[src/rtl/uart_pkg.sv]
// Shared UART definitions: state encoding, frame width, default bit period
// and the even-parity helper. The transmitter uses it now; the receiver will
// reuse it.
package uart_pkg;

    localparam int UART_DATA_W       = 8;
    localparam int UART_CLKS_PER_BIT = 16;

    localparam logic [2:0] UART_ST_IDLE   = 3'd0;
    localparam logic [2:0] UART_ST_START  = 3'd1;
    localparam logic [2:0] UART_ST_DATA   = 3'd2;
    localparam logic [2:0] UART_ST_PARITY = 3'd3;
    localparam logic [2:0] UART_ST_STOP   = 3'd4;

    typedef enum logic [2:0] {
        IDLE   = UART_ST_IDLE,
        START  = UART_ST_START,
        DATA   = UART_ST_DATA,
        PARITY = UART_ST_PARITY,
        STOP   = UART_ST_STOP
    } uart_state_e;

    // Even parity: the parity bit makes the total count of ones even.
    function automatic logic even_parity(input logic [UART_DATA_W-1:0] d);
        return ^d;
    endfunction

endpackage

[src/rtl/uart_baud_gen.sv]
// Bit-period counter. Counts 0..CLKS_PER_BIT-1 and flags the last count as
// the bit tick; clear holds it at zero, en low freezes it.
module uart_baud_gen #(
    parameter int CLKS_PER_BIT = 16
) (
    input  logic clk,
    input  logic rst,
    input  logic en,
    input  logic clear,
    output logic bit_tick
);

    localparam int CNT_W = (CLKS_PER_BIT > 1) ? $clog2(CLKS_PER_BIT) : 1;
    localparam logic [CNT_W-1:0] LAST = CNT_W'(CLKS_PER_BIT - 1);

    logic [CNT_W-1:0] count;

    assign bit_tick = (count == LAST);

    // Counter advances only while enabled; wraps on the tick or when cleared.
    always_ff @(posedge clk or negedge rst) begin
        if (!rst) begin
            count <= '0;
        end else if (en) begin
            if (clear || bit_tick) begin
                count <= '0;
            end else begin
                count <= count + CNT_W'(1);
            end
        end
    end

endmodule

[src/rtl/uart_byte_tx.sv]
// Byte-oriented UART transmitter: 8N1 frames, LSB first, valid/ready input.
// Define UART_TX_PARITY_EN to insert an even-parity bit before the stop bit.
// rst is asynchronous and active-low; en low freezes the whole frame.
module uart_byte_tx
    import uart_pkg::*;
#(
    parameter int CLKS_PER_BIT = UART_CLKS_PER_BIT,
    parameter int DATA_W       = UART_DATA_W
) (
    input  logic              clk,
    input  logic              rst,
    input  logic              en,
    input  logic [DATA_W-1:0] tx_data,
    input  logic              tx_valid,
    output logic              tx_ready,
    output logic              q,
    output logic              active,
    output logic              done
);

    localparam int IDX_W = $clog2(DATA_W);
    localparam logic [IDX_W-1:0] LAST_IDX = IDX_W'(DATA_W - 1);

    uart_state_e       state, state_nxt;
    logic [DATA_W-1:0] shift, shift_nxt;
    logic [IDX_W-1:0]  idx, idx_nxt;
    logic              q_r, q_nxt;
    logic              active_r, active_nxt;
    logic              done_r, done_nxt;
    logic              bit_tick;
    logic              handshake;
`ifdef UART_TX_PARITY_EN
    logic              parity_r, parity_nxt;
`endif

    assign tx_ready  = (state == IDLE) && en;
    assign handshake = tx_valid && tx_ready;
    assign q         = q_r;
    assign active    = active_r;
    assign done      = done_r;

    // The counter is parked at zero while idle, so every frame starts on a
    // fresh bit period right after the handshake.
    uart_baud_gen #(
        .CLKS_PER_BIT(CLKS_PER_BIT)
    ) u_baud (
        .clk     (clk),
        .rst     (rst),
        .en      (en),
        .clear   (state == IDLE),
        .bit_tick(bit_tick)
    );

    // State register; frozen while en is low.
    always_ff @(posedge clk or negedge rst) begin
        if (!rst) begin
            state <= IDLE;
        end else if (en) begin
            state <= state_nxt;
        end
    end

    // Next state plus next values of the line, shifter and status outputs.
    // q is computed for the cycle after the edge so the line is registered.
    always_comb begin
        state_nxt  = state;
        shift_nxt  = shift;
        idx_nxt    = idx;
        q_nxt      = q_r;
        active_nxt = active_r;
        done_nxt   = 1'b0;
`ifdef UART_TX_PARITY_EN
        parity_nxt = parity_r;
`endif
        case (state)
            IDLE: begin
                q_nxt      = 1'b1;
                active_nxt = 1'b0;
                if (handshake) begin
                    state_nxt  = START;
                    shift_nxt  = tx_data;
                    idx_nxt    = '0;
                    q_nxt      = 1'b0;
                    active_nxt = 1'b1;
`ifdef UART_TX_PARITY_EN
                    parity_nxt = even_parity(tx_data);
`endif
                end
            end
            START: begin
                if (bit_tick) begin
                    state_nxt = DATA;
                    q_nxt     = shift[0];
                end
            end
            DATA: begin
                if (bit_tick) begin
                    if (idx == LAST_IDX) begin
`ifdef UART_TX_PARITY_EN
                        state_nxt = PARITY;
                        q_nxt     = parity_r;
`else
                        state_nxt = STOP;
                        q_nxt     = 1'b1;
`endif
                    end else begin
                        shift_nxt = shift >> 1;
                        q_nxt     = shift[1];
                        idx_nxt   = idx + IDX_W'(1);
                    end
                end
            end
`ifdef UART_TX_PARITY_EN
            PARITY: begin
                if (bit_tick) begin
                    state_nxt = STOP;
                    q_nxt     = 1'b1;
                end
            end
`endif
            STOP: begin
                if (bit_tick) begin
                    state_nxt  = IDLE;
                    q_nxt      = 1'b1;
                    active_nxt = 1'b0;
                    done_nxt   = 1'b1;
                end
            end
            default: begin
                state_nxt  = IDLE;
                q_nxt      = 1'b1;
                active_nxt = 1'b0;
            end
        endcase
    end

    // Datapath and output registers. While en is low everything holds except
    // done, which is forced low so a stalled frame never reports completion.
    always_ff @(posedge clk or negedge rst) begin
        if (!rst) begin
            shift    <= '0;
            idx      <= '0;
            q_r      <= 1'b1;
            active_r <= 1'b0;
            done_r   <= 1'b0;
`ifdef UART_TX_PARITY_EN
            parity_r <= 1'b0;
`endif
        end else if (en) begin
            shift    <= shift_nxt;
            idx      <= idx_nxt;
            q_r      <= q_nxt;
            active_r <= active_nxt;
            done_r   <= done_nxt;
`ifdef UART_TX_PARITY_EN
            parity_r <= parity_nxt;
`endif
        end else begin
            done_r   <= 1'b0;
        end
    end

endmodule

[config.mk]
export PLATFORM = sky130hd
export DESIGN_NAME = uart_byte_tx
export DESIGN_NICKNAME = d
export VERILOG_FILES = /design/src/rtl/uart_pkg.sv /design/src/rtl/uart_baud_gen.sv /design/src/rtl/uart_byte_tx.sv
export SDC_FILE = /design/constraint.sdc
export NUM_CORES = 1
export LEC_CHECK = 0
export BUFFER_PORTS_ARGS = -buffer_cell sky130_fd_sc_hd__buf_2
export CORE_AREA = 2 2 53 55
export DETAILED_ROUTE_END_ITERATION = 6
export DIE_AREA = 0 0 55 57
export HOLD_SLACK_MARGIN = 0.03
export PLACE_DENSITY = 0.64
export SLEW_MARGIN = 20
export SYNTH_ARGS = -nofsm -noshare
export SYNTH_HDL_FRONTEND = slang
export SYNTH_SLANG_ARGS = --single-unit
[constraint.sdc]
create_clock -name clk -period 3.6 [get_ports clk]
set_input_delay 0.36 -clock clk [delete_from_list [all_inputs] [get_ports clk]]
set_output_delay 0.36 -clock clk [all_outputs]
set_load 0.05 [all_outputs]
# [After elaboration in Yosys (flattened, before gate mapping)]
# Index checks and enable logic that the tools add are counted.
[word_totals] out_inout_bits=4 word_cells=58 in_bits=12 reg_bits=21
[classes] reduce_logical=10 n_mux=27 n_eq_ne=11 bitwise=1 add_sub_neg=2
[ops] op="$mux 3" n=8
[ops] op="$mux 8" n=3
[ops] op="$pmux 8 s2" n=1
[ops] op="$pmux 3 s4" n=1
[ops] op="$mux 1" n=10
[ops] op="$eq 3x3->1 const B" n=2
[ops] op="$ne 2x1->1 const B" n=3
[ops] op="$ne 2x2->1 const B" n=3
[ops] op="$pmux 3 s2" n=1
[ops] op="$reduce_and 6->1" n=1
[ops] op="$reduce_and 5->1" n=1
[ops] op="$add 4x1->4 const B" n=1
[ops] op="$eq 4x4->1 const B" n=1
[ops] op="$mux 4" n=1
[ops] op="$pmux 1 s4" n=1
[ops] op="$reduce_and 4->1" n=1
[ops] op="$add 3x1->3 const B" n=1
[ops] op="$eq 3x1->1 const B" n=1
[ops] op="$eq 3x2->1 const B" n=1
[ops] op="$logic_not 3->1" n=1
[ops] op="$pmux 1 s3" n=1
[ops] op="$reduce_and 3->1" n=1
[ops] op="$logic_and 1x1->1" n=2
[ops] op="$reduce_bool 2->1" n=1
[ops] op="3 further kinds" n=3

# [Logic depth before layout (Yosys ltp)]
[logic_depth] ltp_word=5 ltp_mapped=7 depth_no_buf=6

# [Cells and area by module]
# Synthesis repeated with hierarchy kept, for this count alone.
[unflattened] hier_cells=107 hier_area_um2=1132.3
[by_module_without_submodules] mod="uart_byte_tx" cells_per_inst=84 seq_area_each_um2=426.7 n_inst=1 area_each_um2=920.9
[by_module_without_submodules] mod="uart_baud_gen" cells_per_inst=23 seq_area_each_um2=100.1 n_inst=1 area_each_um2=211.5

# [Worst setup path after synthesis]
# OpenSTA, ideal clock, no wires.
[synth_path] path_type="register to output" from="reg state[1]" to="out tx_ready" t_required_ns=3.240 path_buffers=1 arrival_ns=1.579 path_stages_with_launch=4 setup_slack_ns=1.661 path_cell_list="dfrtp_1 > buf_6 > or3_4 > nor2_1"
[synth_between] elab_chain_cells=2
[synth_rtl] element="start, declared" line_no="uart_byte_tx.sv:24" source="uart_state_e state, state_nxt;"
[synth_rtl] element="start signal, assigned" line_no="uart_byte_tx.sv:59" source="state <= state_nxt;"
[synth_rtl] element="$logic_not 3->1" line_no="uart_byte_tx.sv:36" source="assign tx_ready = (state == IDLE) && en;"
[synth_rtl] element="$logic_and 1x1->1" line_no="uart_byte_tx.sv:36"
[synth_rtl] element="end, declared" line_no="uart_byte_tx.sv:15" source="output logic tx_ready,"
# No other way between the ends.

# [Worst setup path in the final report]
[layout_path] from="reg state[0]" to="out tx_ready"
# Same word-level chain as after synthesis.

==> impl_metrics.csv <==
group,metric,value,unit
grt,grt_overflow,0,
critical_path,crit_fanout,15,
critical_path,path_buf_inv,1,
timing,worstMarginPinSlew,0.528,ns
detailed_routing,firstDrtPassIters,4,
power,ir_worst_vdd,315,uV
critical_path,startpoint,"state[0]",
grt,antenna_found_initial,0,
placement,dp_hpwl,1590,um
critical_path,crit_chain,"or3_4 -> nor2_1 -> buf_2",
timing,slew_headroom,64.8,%
critical_path,critPathRequiredTime,3.24,ns
clock_network,cts_htree_levels,1,
clock_network,cts_sinks,21,
timing,min_period_over_period,59.1,%
timing,hold_viol_final,0,
layout,syn2layout_area_growth,10.3,%
floorplanning,dieArea,3140,sq um
critical_path,r2r-start,"u_baud.count[0]",
job,maxCapViolations,0,
worst_hold_path,hold_path.startpoint,"tx_data[7]",
detailed_routing,avgRoutedWirePerCell,15.1,um
layout,layout.cells.most_common,"dfrtp_1",
detailed_routing,drc,0,
timing,setup_viol,0,
clock_network,clockBufferDepth,2,
timing,period_needed,2.13,ns
critical_path,cp.arrival,1.77,ns
worst_hold_path,hold_path_class,"in2reg",
floorplanning,core-area,2620,sq um
floorplanning,rows,19,
critical_path,start_kind,"flop",
timing,maxSlewViolCount,0,
yosys,synth_seq_cells,21,
clock_network,clk_pin_slew,0.12,ns
yosys,synth_top_area_cell,"dfrtp_1",
detailed_routing,wirelength,2290,um
critical_path,critPathKind,"reg2out",
yosys,ys_seq_area_share,47.6,%
timing,finalSetupTns,0,ns
layout,fill_cells,264,
grt,grt_pass1_vias,852,
clock_network,cts_setup_buffers,0,
yosys,postSynthAreaPerCell,10.5,sq um
clock_network,cts_made_buffers,3,
grt,grt_max_degree,22,
floorplanning,ioPinCount,16,
yosys,yosysTopAreaCellShare,45.2,%
timing,skew,0.00933,ns
power,power_density,572,nW/um^2
clock_network,clk_latency,0.32,ns
floorplanning,die_w,55,um
critical_path,cpMaxStageDelayCell,"dfrtp_1",
critical_path,slowest_delay,0.59,ns
power,leakage,0.563,nW
yosys,yosys_warnings,0,
run_status,status,"finished, final reports clean",
critical_path,end_kind,"output port",
placement,place_ws,1.84,ns
yosys,synthTopCellsByArea,"dfrtp_1, o221a_2, o21ai_0",
timing,rsz0062_at_grt,"no",
yosys,synthCells,105,
grt,grt_usage,15.9,%
clock_network,cts_tree,"built",
yosys,synth.distinct_cells,37,
layout,fin_area,1220,sq um
layout,nets,136,
layout,mostFrequentLayoutCells,"dfrtp_1, buf_2, o21ai_0",
critical_path,crit_family,"flip-flops",
floorplanning,initial_core_util,42.3,%
detailed_routing,via_count,891,
placement,placed_cell_area,1180,sq um
timing,clock.fmax,0.470,GHz
yosys,synth_area,1110,sq um
detailed_routing,postRouteAntennaNets,0,
timing,finalWorstSetupSlack,1.47,ns
layout,layout-drive-gt1-share,27.5,%
placement,gp_congestion,0.751,
layout,insertedDiodeCount,0,
clock_network,cts_root_buffer,"clkbuf_4",
yosys,syn_nets,120,
grt,grt_pass1_wl,3710,um
placement,port_buffers,15,
detailed_routing,drtIter0Drc,36,
floorplanning,die_h,57,um
clock_network,ctsResizeCount,0,
detailed_routing,drt-vias-per-instance,5.90,
## cell families (layout without fill, tap and decap cells)
| group | count (synthesis) | in the layout | share of synthesized area, % |
|---|---|---|---|
| compound gates | 35 | 35 | 23.9 |
| buf+inv | 10 | 25 | 4.98 |
| xor+xnor | 2 | 2 | 1.58 |
| simple gates | 33 | 33 | 17.5 |
| flops | 21 | 21 | 47.6 |
| fa+ha+maj | 3 | 3 | 3.39 |
| mux | 1 | 1 | 1.02 |
## what timing repair did
item / in CTS / in global routing
hold endpoints to repair: 20 / 0
setup endpoints to repair: 0 / 0
hold buffers: 1 / 0
## report_power, final
part	switching, W	internal [W]	total, W
clock	0.0000747	0.0000434	0.000118
combinational	0.000103	0.000104	0.000207
sequential	0.0000555	0.000317	0.000373
total	0.000233	0.000465	0.000698
## cells in the mapped netlist
master     number
buf_2           2
ha_1            3
o221a_2         5
nor2_4          1
a32oi_1         1
nand2_1         6
nand4_1         1
o211ai_1        1
xnor2_1         1
buf_4           2
nor3_1          3
nor2_2          1
a21o_1          2
nand3_1         5
o22ai_1         1
inv_1           5
dfstp_2         1
or3_4           1
nor3_4          1
and4_2          2
o21ai_0         8
a31oi_1         3
buf_6           1
nand2b_1        4
o2bb2ai_1       2
o41ai_1         1
a31o_2          1
or3_1           1
a21oi_1         4
a2111oi_0       1
a22o_1          4
a211oi_2        1
nor2_1          6
and3_1          1
mux2_2          1
xor2_1          1
dfrtp_1        20
## through the flow
stage / hold slack, ns / cells / utilization (%) / total power, W
finish: 0.280 / 151 / 46.7 / 0.000698
floorplan: 0.0644 / 105 / - / 0.000528
CTS: 0.273 / 151 / 46.7 / 0.000704
global placement: 0.343 / 146 / 45.3 / 0.000573
global route: 0.278 / 151 / 46.7 / 0.000746
detailed placement: 0.354 / 146 / 45.3 / 0.000583
## sequential cells by signal (all words and copies together) (netlist names)
| name | count |
|---|---|
| active | 1 |
| done | 1 |
| state | 3 |
| u_baud.count | 4 |
| shift | 8 |
| idx | 3 |
| q | 1 |
## layer usage
layer / routed length, um / part of all wire (%) / vias up / global-route usage [%]
met4: 51 / 2.2 / 0 / 6.62
met2: 1050 / 46 / 25 / 23.5
met5: 0 / 0 / - / 0
met3: 121 / 5.3 / 5 / 2.36
met1: 1060 / 46 / 434 / 23.0
li1: - / - / 427 / -
## area by class of cell
type,count,area (sq um),share of cell area (%)
Inverter,5,18.8,1.54
Multi-Input combinational cell,74,524,43.0
Tap cell,31,38.8,3.18
Clock buffer,4,26.3,2.15
Sequential cell,21,527,43.2
Timing Repair Buffer,16,85.1,6.97
## worst paths after layout
check	to	slack [ns]	cells after the start
worst min register to register	active	0.48	1
worst min-delay path	shift[7]	0.28	2
worst max register to register	shift[2]	1.85	5
worst max-delay path	tx_ready	1.47	3
max in group asynchronous	q	2.74	2
min in group asynchronous	shift[1]	0.52	2
Power figures use the tool's default switching activity.
